<file path="src/rtl/complex_to_pixel.sv">
// Maps a Q4.28 complex point to a screen pixel using a 10-step restoring divider per axis.
// Optional macro COMPLEX_TO_PIXEL_CLAMP_EN: clamp out-of-range axes to the screen edge instead of 0x7FF.

module c2p_axis #(
  parameter int WL    = 32,
  parameter int SCALE = 640
) (
  input  logic                 clk,
  input  logic                 load,
  input  logic                 step,
  input  logic                 degen,
  input  logic signed [WL:0]   d,
  input  logic signed [WL-1:0] ext,
  output logic [10:0]          res,
  output logic                 ok
);
  localparam int NW = WL + 11;
  localparam logic signed [WL:0] ONE = 1;

  logic signed [WL:0] ext_w, dsel;
  logic               deg, ok_c, ge;
  logic [NW-1:0]      num_c, rem, dsh;
  logic [9:0]         q, q_nxt;

  always_comb begin
    ext_w = {ext[WL-1], ext};
    ok_c  = !degen && (d >= 0) && (d < ext_w);
`ifdef COMPLEX_TO_PIXEL_CLAMP_EN
    if (degen || d < 0)  dsel = '0;
    else if (d >= ext_w) dsel = ext_w - ONE;
    else                 dsel = d;
`else
    dsel = ok_c ? d : '0;
`endif
    // dsel < ext, so the quotient always fits in 10 bits
    num_c = NW'(dsel) * NW'(SCALE);
    ge    = (rem >= dsh);
    q_nxt = (q << 1) | 10'(ge);
  end

  always_ff @(posedge clk) begin
    if (load) begin
      rem <= num_c;
      dsh <= NW'($unsigned(ext)) << 9;
      q   <= '0;
      ok  <= ok_c;
      deg <= degen;
    end else if (step) begin
      if (ge) rem <= rem - dsh;
      dsh <= dsh >> 1;
      q   <= q_nxt;
    end
  end

  // q_nxt so the owner can capture the result on the final divide edge
`ifdef COMPLEX_TO_PIXEL_CLAMP_EN
  assign res = deg ? 11'h000 : {1'b0, q_nxt};
`else
  assign res = (ok && !deg) ? {1'b0, q_nxt} : 11'h7FF;
`endif
endmodule

module complex_to_pixel #(
  parameter int WORD_LENGTH   = 32,
  parameter int FRAC          = 28,
  parameter int SCREEN_WIDTH  = 640,
  parameter int SCREEN_HEIGHT = 480
) (
  input  logic                          clk,
  input  logic                          reset,
  input  logic [31:0]                   ZOOM_RECIPROCAL,
  input  logic signed [WORD_LENGTH-1:0] real_center,
  input  logic signed [WORD_LENGTH-1:0] imag_center,
  input  logic signed [WORD_LENGTH-1:0] real_part,
  input  logic signed [WORD_LENGTH-1:0] im_part,
  input  logic                          in_valid,
  output logic                          in_ready,
  output logic [10:0]                   x,
  output logic [10:0]                   y,
  output logic                          in_bounds,
  output logic                          out_valid,
  input  logic                          out_ready
);
  localparam int WL = WORD_LENGTH;
  // ZOOM_RECIPROCAL is always Q4.28; realign it to the coordinate format
  localparam int ZL = (FRAC >= 28) ? FRAC - 28 : 0;
  localparam int ZR = (FRAC >= 28) ? 0 : 28 - FRAC;

  typedef enum logic [1:0] {IDLE, PREP, DIV, HOLD} state_t;

  state_t             state;
  logic [3:0]         cnt;
  logic [31:0]        zoom_q;
  logic signed [WL-1:0] rc_q, ic_q, re_q, im_q;
  logic signed [WL-1:0] z_w, rw, ih, real_min, imag_max;
  logic signed [WL:0]   dx, dy;
  logic               degen;
  logic [1:0][WL:0]   d;
  logic [1:0][WL-1:0] ext;
  logic [1:0][10:0]   res;
  logic [1:0]         ok;

  assign in_ready = (state == IDLE) && !reset;

  always_ff @(posedge clk) begin
    if (in_valid && in_ready) begin
      zoom_q <= ZOOM_RECIPROCAL;
      rc_q   <= real_center;
      ic_q   <= imag_center;
      re_q   <= real_part;
      im_q   <= im_part;
    end
  end

  always_comb begin
    z_w      = signed'((WL'(zoom_q) << ZL) >> ZR);
    rw       = (z_w <<< 1) + z_w;
    ih       = z_w <<< 1;
    real_min = rc_q - (rw >>> 1);
    imag_max = ic_q + (ih >>> 1);
    dx       = {re_q[WL-1], re_q} - {real_min[WL-1], real_min};
    dy       = {imag_max[WL-1], imag_max} - {im_q[WL-1], im_q};
    degen    = (rw <= 0) || (ih <= 0);
    d[0]     = dx;
    d[1]     = dy;
    ext[0]   = rw;
    ext[1]   = ih;
  end

  for (genvar a = 0; a < 2; a++) begin : g_axis
    c2p_axis #(
      .WL    (WL),
      .SCALE (a == 0 ? SCREEN_WIDTH : SCREEN_HEIGHT)
    ) u_axis (
      .clk   (clk),
      .load  (state == PREP),
      .step  (state == DIV),
      .degen (degen),
      .d     (d[a]),
      .ext   (ext[a]),
      .res   (res[a]),
      .ok    (ok[a])
    );
  end

  always_ff @(posedge clk) begin
    if (reset) begin
      state     <= IDLE;
      cnt       <= '0;
      x         <= '0;
      y         <= '0;
      in_bounds <= 1'b0;
      out_valid <= 1'b0;
    end else begin
      case (state)
        IDLE: if (in_valid && in_ready) state <= PREP;
        PREP: begin
          cnt   <= '0;
          state <= DIV;
        end
        DIV: begin
          cnt <= cnt + 4'd1;
          if (cnt == 4'd9) begin
            state     <= HOLD;
            x         <= res[0];
            y         <= res[1];
            in_bounds <= ok[0] & ok[1];
            out_valid <= 1'b1;
          end
        end
        HOLD: if (out_ready) begin
          state     <= IDLE;
          out_valid <= 1'b0;
        end
        default: state <= IDLE;
      endcase
    end
  end
endmodule

</file>
<file path="config.mk">
export PLATFORM = sky130hd
export DESIGN_NAME = complex_to_pixel
export DESIGN_NICKNAME = d
export VERILOG_FILES = /design/src/rtl/complex_to_pixel.sv
export SDC_FILE = /design/constraint.sdc
export NUM_CORES = 1
export LEC_CHECK = 0
export BUFFER_PORTS_ARGS = -buffer_cell sky130_fd_sc_hd__buf_4
export CAP_MARGIN = 20
export CELL_PAD_IN_SITES_DETAIL_PLACEMENT = 1
export CELL_PAD_IN_SITES_GLOBAL_PLACEMENT = 1
export CORE_ASPECT_RATIO = 2
export CORE_MARGIN = 2
export CORE_UTILIZATION = 47
export DETAILED_ROUTE_END_ITERATION = 10
export PLACE_DENSITY_LB_ADDON = 0.12
export SLEW_MARGIN = 20
export SYNTH_ARGS = -nofsm -noshare
export SYNTH_HDL_FRONTEND = slang
export SYNTH_SLANG_ARGS = --single-unit
</file>
<file path="constraint.sdc">
create_clock -name clk -period 31.5 [get_ports clk]
set_input_delay 6.3 -clock clk [delete_from_list [all_inputs] [get_ports clk]]
set_output_delay 6.3 -clock clk [all_outputs]
set_load 0.005 [all_outputs]
</file>
==> After elaboration in Yosys (flattened, before gate mapping) <==
Cells that the tools add are included.
{ "classes": {"n_lt_le_gt_ge": 8, "muxes": 22, "mul": 2, "n_shift": 0, "n_addsub": 8, "n_eq_ne": 7, "n_reduce_logical": 24, "n_div": 0, "n_bitwise": 3} }
{ "ops": {"columns": ["op", "n"], "rows": [
  ["2-to-1 mux 43 bit", 6],
  ["2-to-1 mux 41 bit", 4],
  [">= comparator 43 x 41 -> 1 bit", 2],
  ["subtractor 43 x 41 -> 43 bit", 2],
  [">= comparator 33 x 1 -> 1 bit (second input constant)", 2],
  ["less-than comparator 33 x 32 -> 1 bit", 2],
  ["2-to-1 mux 33 bit", 2],
  ["subtractor 32 x 32 -> 33 bit", 2],
  ["less-or-equal comparator 32 x 1 -> 1 bit (second input constant)", 2],
  ["multiplier 33 x 5 -> 38 bit (second input constant)", 1],
  ["multiplier 33 x 4 -> 36 bit (second input constant)", 1],
  ["adder 32 x 31 -> 32 bit", 1],
  ["adder 32 bit", 1],
  ["subtractor 32 x 31 -> 32 bit", 1],
  ["2-to-1 mux 11 bit", 2],
  ["OR 10 x 1 -> 10 bit", 2],
  ["AND reduction 2 bit", 5],
  ["logical AND 1 bit", 8],
  ["case mux 2 bit (4 select lines)", 1],
  ["case mux 4 bit (2 select lines)", 1],
  ["nonzero test 2 bit", 4],
  ["2-to-1 mux 2 bit", 3],
  ["AND reduction 3 bit", 2],
  ["adder 4 x 1 -> 4 bit (second input constant)", 1],
  ["11 further kinds", 16]
]} }
{ "totals": {"memories": 0, "output_inout_bits": 25, "ramBits": 0, "input_bits": 164, "mem_bits_ro": 0, "latch_bits": 0, "wordCells": 98, "regBits": 379} }

==> Depth between registers and ports, before layout <==
{ "depth": {"ltp_word": 9, "depth_mapped": 63, "mapped_depth_nobuf": 61} }

==> Cells and area by module <==
From an unflattened synthesis, not the netlist that was laid out.
{ "hier_totals": {"hier_cells": 3933, "area_unflattened_um2": 35193.8} }
{ "by_module_without_submodules": {"columns": ["mod", "cells_each", "n_inst", "seq_area_each_um2", "area_per_inst_um2"], "rows": [
  ["complex_to_pixel", 1445, 1, 5405.2, 14169.8],
  ["c2p_axis (g_axis[1].u_axis)", 1360, 1, 2622.5, 11407.2],
  ["c2p_axis (g_axis[0].u_axis)", 1128, 1, 2602.5, 9616.7]
]} }

==> Worst setup path before layout <==
No wires, ideal clock.
{ "synth_path": {"path_type": "input to output", "from": "input reset", "to": "output in_ready", "required_ps": 25200, "path_buffers": 0, "path_slack_ps": 18754, "arrival_time_ps": 6446, "stages": 1, "path_cell_list": "nor2b_1"} }
{ "synth_via": {"elab_chain_cells": 2} }
{ "synth_rtl": {"columns": ["element", "line_no", "text"], "rows": [
  ["start: declaration", "70", "input logic reset,"],
  ["zero test 1 bit", "103", "assign in_ready = (state == IDLE) && !reset;"],
  ["logical AND 1 bit", "103", null],
  ["end: declaration", "77", "output logic in_ready,"]
]} }
No other way between the ends.

==> Worst setup path after layout <==
{ "layout_path": {"from": "register zoom_q[0] (netlist: z_w[0])", "to": "register g_axis[1].u_axis.rem[41] (data pin)"} }
{ "layout_via": {"elab_chain_cells": 9, "word_cells_on_any_way": 14, "cone_classes": "add/sub: 3; mul: 1; order compare: 4; mux: 2; reduce/logical: 4"} }
{ "layout_rtl": {"columns": ["element", "line_no", "text"], "rows": [
  ["start: declaration", "93", "logic [31:0] zoom_q;"],
  ["start signal: assignment", "107", "zoom_q <= ZOOM_RECIPROCAL;"],
  ["branches (longest 6 deep; another with subtractor 32 x 32 -> 33 bit)", null, null],
  ["2-to-1 mux 33 bit (*)", "33", "dsel = ok_c ? d : '0;"],
  ["multiplier 33 x 5 -> 38 bit (*)", "36", "num_c = NW'(dsel) * NW'(SCALE);"],
  ["2-to-1 mux 43 bit (*)", "42", "if (load) begin"],
  ["end signal: assignment", "43", "rem <= num_c;"],
  ["end signal: assignment", "49", "if (ge) rem <= rem - dsh;"],
  ["end: declaration", "22", "logic [NW-1:0] num_c, rem, dsh;"]
]} }
Mark *: on every way between the ends.
A chain may end at the register's enable or synchronous reset.

==> summary.txt <==
Status
  • Status: completed

Critical path
  • Most frequent CP cell: a21o_1
  • WS Path Type: reg -> reg
  • Slowest-stage cell, CP: a2111oi_0
  • Slowest stage delay, CP: 0.85 ns
  • Worst Path Max Fanout: 27
  • Critical path data arrival time: 14.69 ns
  • Critical Path Start Type: register
  • Critical path endpoint category: register
  • Critical Path RT: 31.93 ns

Synthesis
  • Avg Inst Size Synth: 9.126 um^2
  • Mapped cell area: 0.03307 mm^2
  • Top FF cell, synth: edfxtp_1
  • Synth Instances: 3,624
  • Post-synth top area share: 0.2724
  • Synth Warn #: 0
  • Fraction of registers with async set/reset: 0
  • Synth area leader: edfxtp_1
  • Main area contributors after synthesis: edfxtp_1, ha_1, dfxtp_1
  • Seq cells post-synth: 379
  • Seq/Total Area, Yosys: 0.3202
  • EDFF count, synth: 300
  • Number of distinct library cells after synthesis: 91

Final layout
  • Most common cell after layout, fill and taps aside: ha_1
  • Share of layout cells above drive strength 1: 0.08705
  • Layout Nets: 4,471
  • Synthesis-to-finish area growth: 11.55%
  • Final instance area: 0.03689 mm^2
  • Most frequent cells in the layout: ha_1, inv_1, edfxtp_1

Drt
  • Drt initial violations: 1,047
  • DRC Markers: 0
  • Routed len/inst: 22.12 um
  • Remaining antenna violation count after routing: 0
  • Via count: 27,870
  • First-pass DRT Iterations: 5
  • Vias per cell: 5.879
  • Detailed Route WL: 104.9 mm

Timing
  • Final Hold Fails: 0
  • Slew Viols, Final: 0
  • Rel. slew slack: 0.2247
  • Min Clock Period, post-route: 14.26 ns
  • Total negative setup slack: 0 ns
  • Final Setup Violations: 0
  • Fin crit share: 0.4528
  • Max Freq: 0.07011 GHz
  • Tightest Pin Transition: 1.147 ns
  • Skew final: 0.02266 ns
  • RSZ-0062 raised after global routing: no

Clocking
  • Hold buffers post-CTS: 0
  • H-tree depth: 2
  • Post-CTS setup buffer count: 0
  • CTS Root Cell: clkbuf_16
  • Worst-Skew Late Latency: 0.61 ns
  • CTS clock-pin slew for the worst setup and hold paths: 0.07 ns
  • Worst-case clock buffer depth: 3
  • Number of CTS-inserted buffers: 40
  • Clock sinks: 379
  • CTS tree: built
  • Post-cts sizing count: 0

Global route
  • Largest net degree at the start of global routing: 69
  • First-pass GRT wire length: 163.2 mm
  • Vias in the first global route: 30,960
  • Gr ovfl total: 0
  • Total Routing Usage GR: 0.2925
  • Initial antenna violation count: 2

Floorplanning
  • Chip width: 191.6 um
  • Starting Density: 0.4741
  • Area of the die: 0.07264 mm^2
  • Num rows: 137
  • Core Region: 0.06977 mm^2
  • I/O pin cnt: 189
  • Die Span Y: 379.2 um

Place
  • Area after DPL: 0.03557 mm^2
  • Placer Congestion: 0.9126
  • Port bufs: 188
  • Post-DP HPWL: 84.92 mm

Power
  • Leak: 16.65 nW
  • Worst ir drop on vdd: 0.1093 mV
  • Power Density: 118.7 mW/mm^2

Hold path
  • Path category of the worst min-delay check: reg -> reg

Flow run
  • Max Cap Viol: 0
==> final timing paths <==
check | startpoint | to | slack, ns | cells past startpoint
setup reg to reg | z_w[0] | g_axis[1].u_axis.rem[41] | 17.24 | 62
hold / removal | g_axis[1].u_axis.rem[0] | g_axis[1].u_axis.rem[0] | 0.46 | 2
hold reg to reg | g_axis[1].u_axis.rem[0] | g_axis[1].u_axis.rem[0] | 0.46 | 2
setup / recovery | z_w[0] | g_axis[1].u_axis.rem[41] | 17.24 | 62
==> per-layer routing <==
| layer | part of all wire | vias up | global-route usage |
|---|---|---|---|
| met3 | 0.029 | 315 | 0.02912 |
| met1 | 0.33 | 13720 | 0.2625 |
| met5 | 0.00011 | - | 0 |
| met2 | 0.56 | 545 | 0.5902 |
| li1 | - | 13290 | - |
| met4 | 0.079 | 2 | 0.2068 |
==> cells by family (layout without fill, tap and decap cells) <==
family	after synthesis	after routing	synth area share
multiplexers	49	49	0.01483
AO/OA/AOI/OAI	954	954	0.1862
adder cells (fa/ha/maj)	520	520	0.2111
XOR/XNOR	256	256	0.06779
other	2	8	0.0002271
flip-flops	379	379	0.3202
buffers and inverters	486	694	0.05622
AND/OR/NAND/NOR	978	978	0.1435
==> stage by stage <==
stage	utilization	setup slack (ns)	hold WS, ns	total power, mW	std cells
6_report	0.5288	17.24	0.4565	4.381	4741
3_5_place_dp	0.5098	17.46	0.4512	3.855	4668
3_3_place_gp	0.5098	17.84	0.4451	3.785	4668
2_1_floorplan	-	18.75	0.4363	3.004	3629
5_1_grt	0.5288	16.37	0.4893	4.738	4740
4_1_cts	0.5288	17.40	0.4602	4.391	4740
==> where the power goes <==
group          leakage (nW)  internal [mW]  switching [mW]  total (mW)
registers              3.48          0.736          0.0770       0.813
clock network         0.642          0.276           0.227       0.503
logic                  12.5           1.18            1.89        3.07
total                  16.6           2.19            2.19        4.38
==> cell usage after synthesis (9+ instances only) <==
master,instances
ha_1,431
nor2_1,265
dfxtp_1,79
o21bai_1,42
a21oi_1,244
o21a_1,53
xnor2_1,150
nand4_1,41
or2_2,18
a21o_1,122
clkbuf_1,48
nor3_1,80
buf_2,10
and2_1,22
o22ai_1,32
a211oi_1,26
a31oi_1,27
buf_1,9
xor2_1,106
nor2b_1,45
nand3_1,59
or3_1,17
and3_1,37
fa_1,69
nor4_1,9
o21ai_0,217
a211o_1,13
edfxtp_1,300
mux2i_1,49
a22o_1,12
inv_1,413
maj3_1,14
a21boi_0,16
a31o_2,9
o211ai_1,16
nand2b_1,57
nand2_1,261
nor3b_1,31
o31ai_1,27
==> layout make-up <==
class | count | area (um^2)
Fill cell | 8119 | 32870
Multi-Input combinational cell | 2764 | 20730
Sequential cell | 379 | 10590
Timing Repair Buffer | 208 | 1562
Inverter | 414 | 1560
Tap cell | 903 | 1130
Clock buffer | 46 | 1055
Clock inverter | 26 | 266.5
Antenna cell | 1 | 2.502
==> critical path: cells and delay by family (launching register included) <==
family                   cells  cell delay [ns]
XOR/XNOR                     1             0.19
AND/OR/NAND/NOR             13             1.92
AO/OA/AOI/OAI               33             7.45
flip-flops                   1             0.46
adder cells (fa/ha/maj)      8             2.70
buffers and inverters        7             1.33
==> state kept, by name, indices dropped and copies added, names as in the netlist, 4 cells and up <==
signal	cells
re_q	32
im_q	32
ic_q	32
g_axis.u_axis.q	18
y	11
x	11
g_axis.u_axis.rem	86
z_w	32
rc_q	32
cnt	4
g_axis.u_axis.dsh	82
Note: power is estimated with default switching activity, not from simulation.
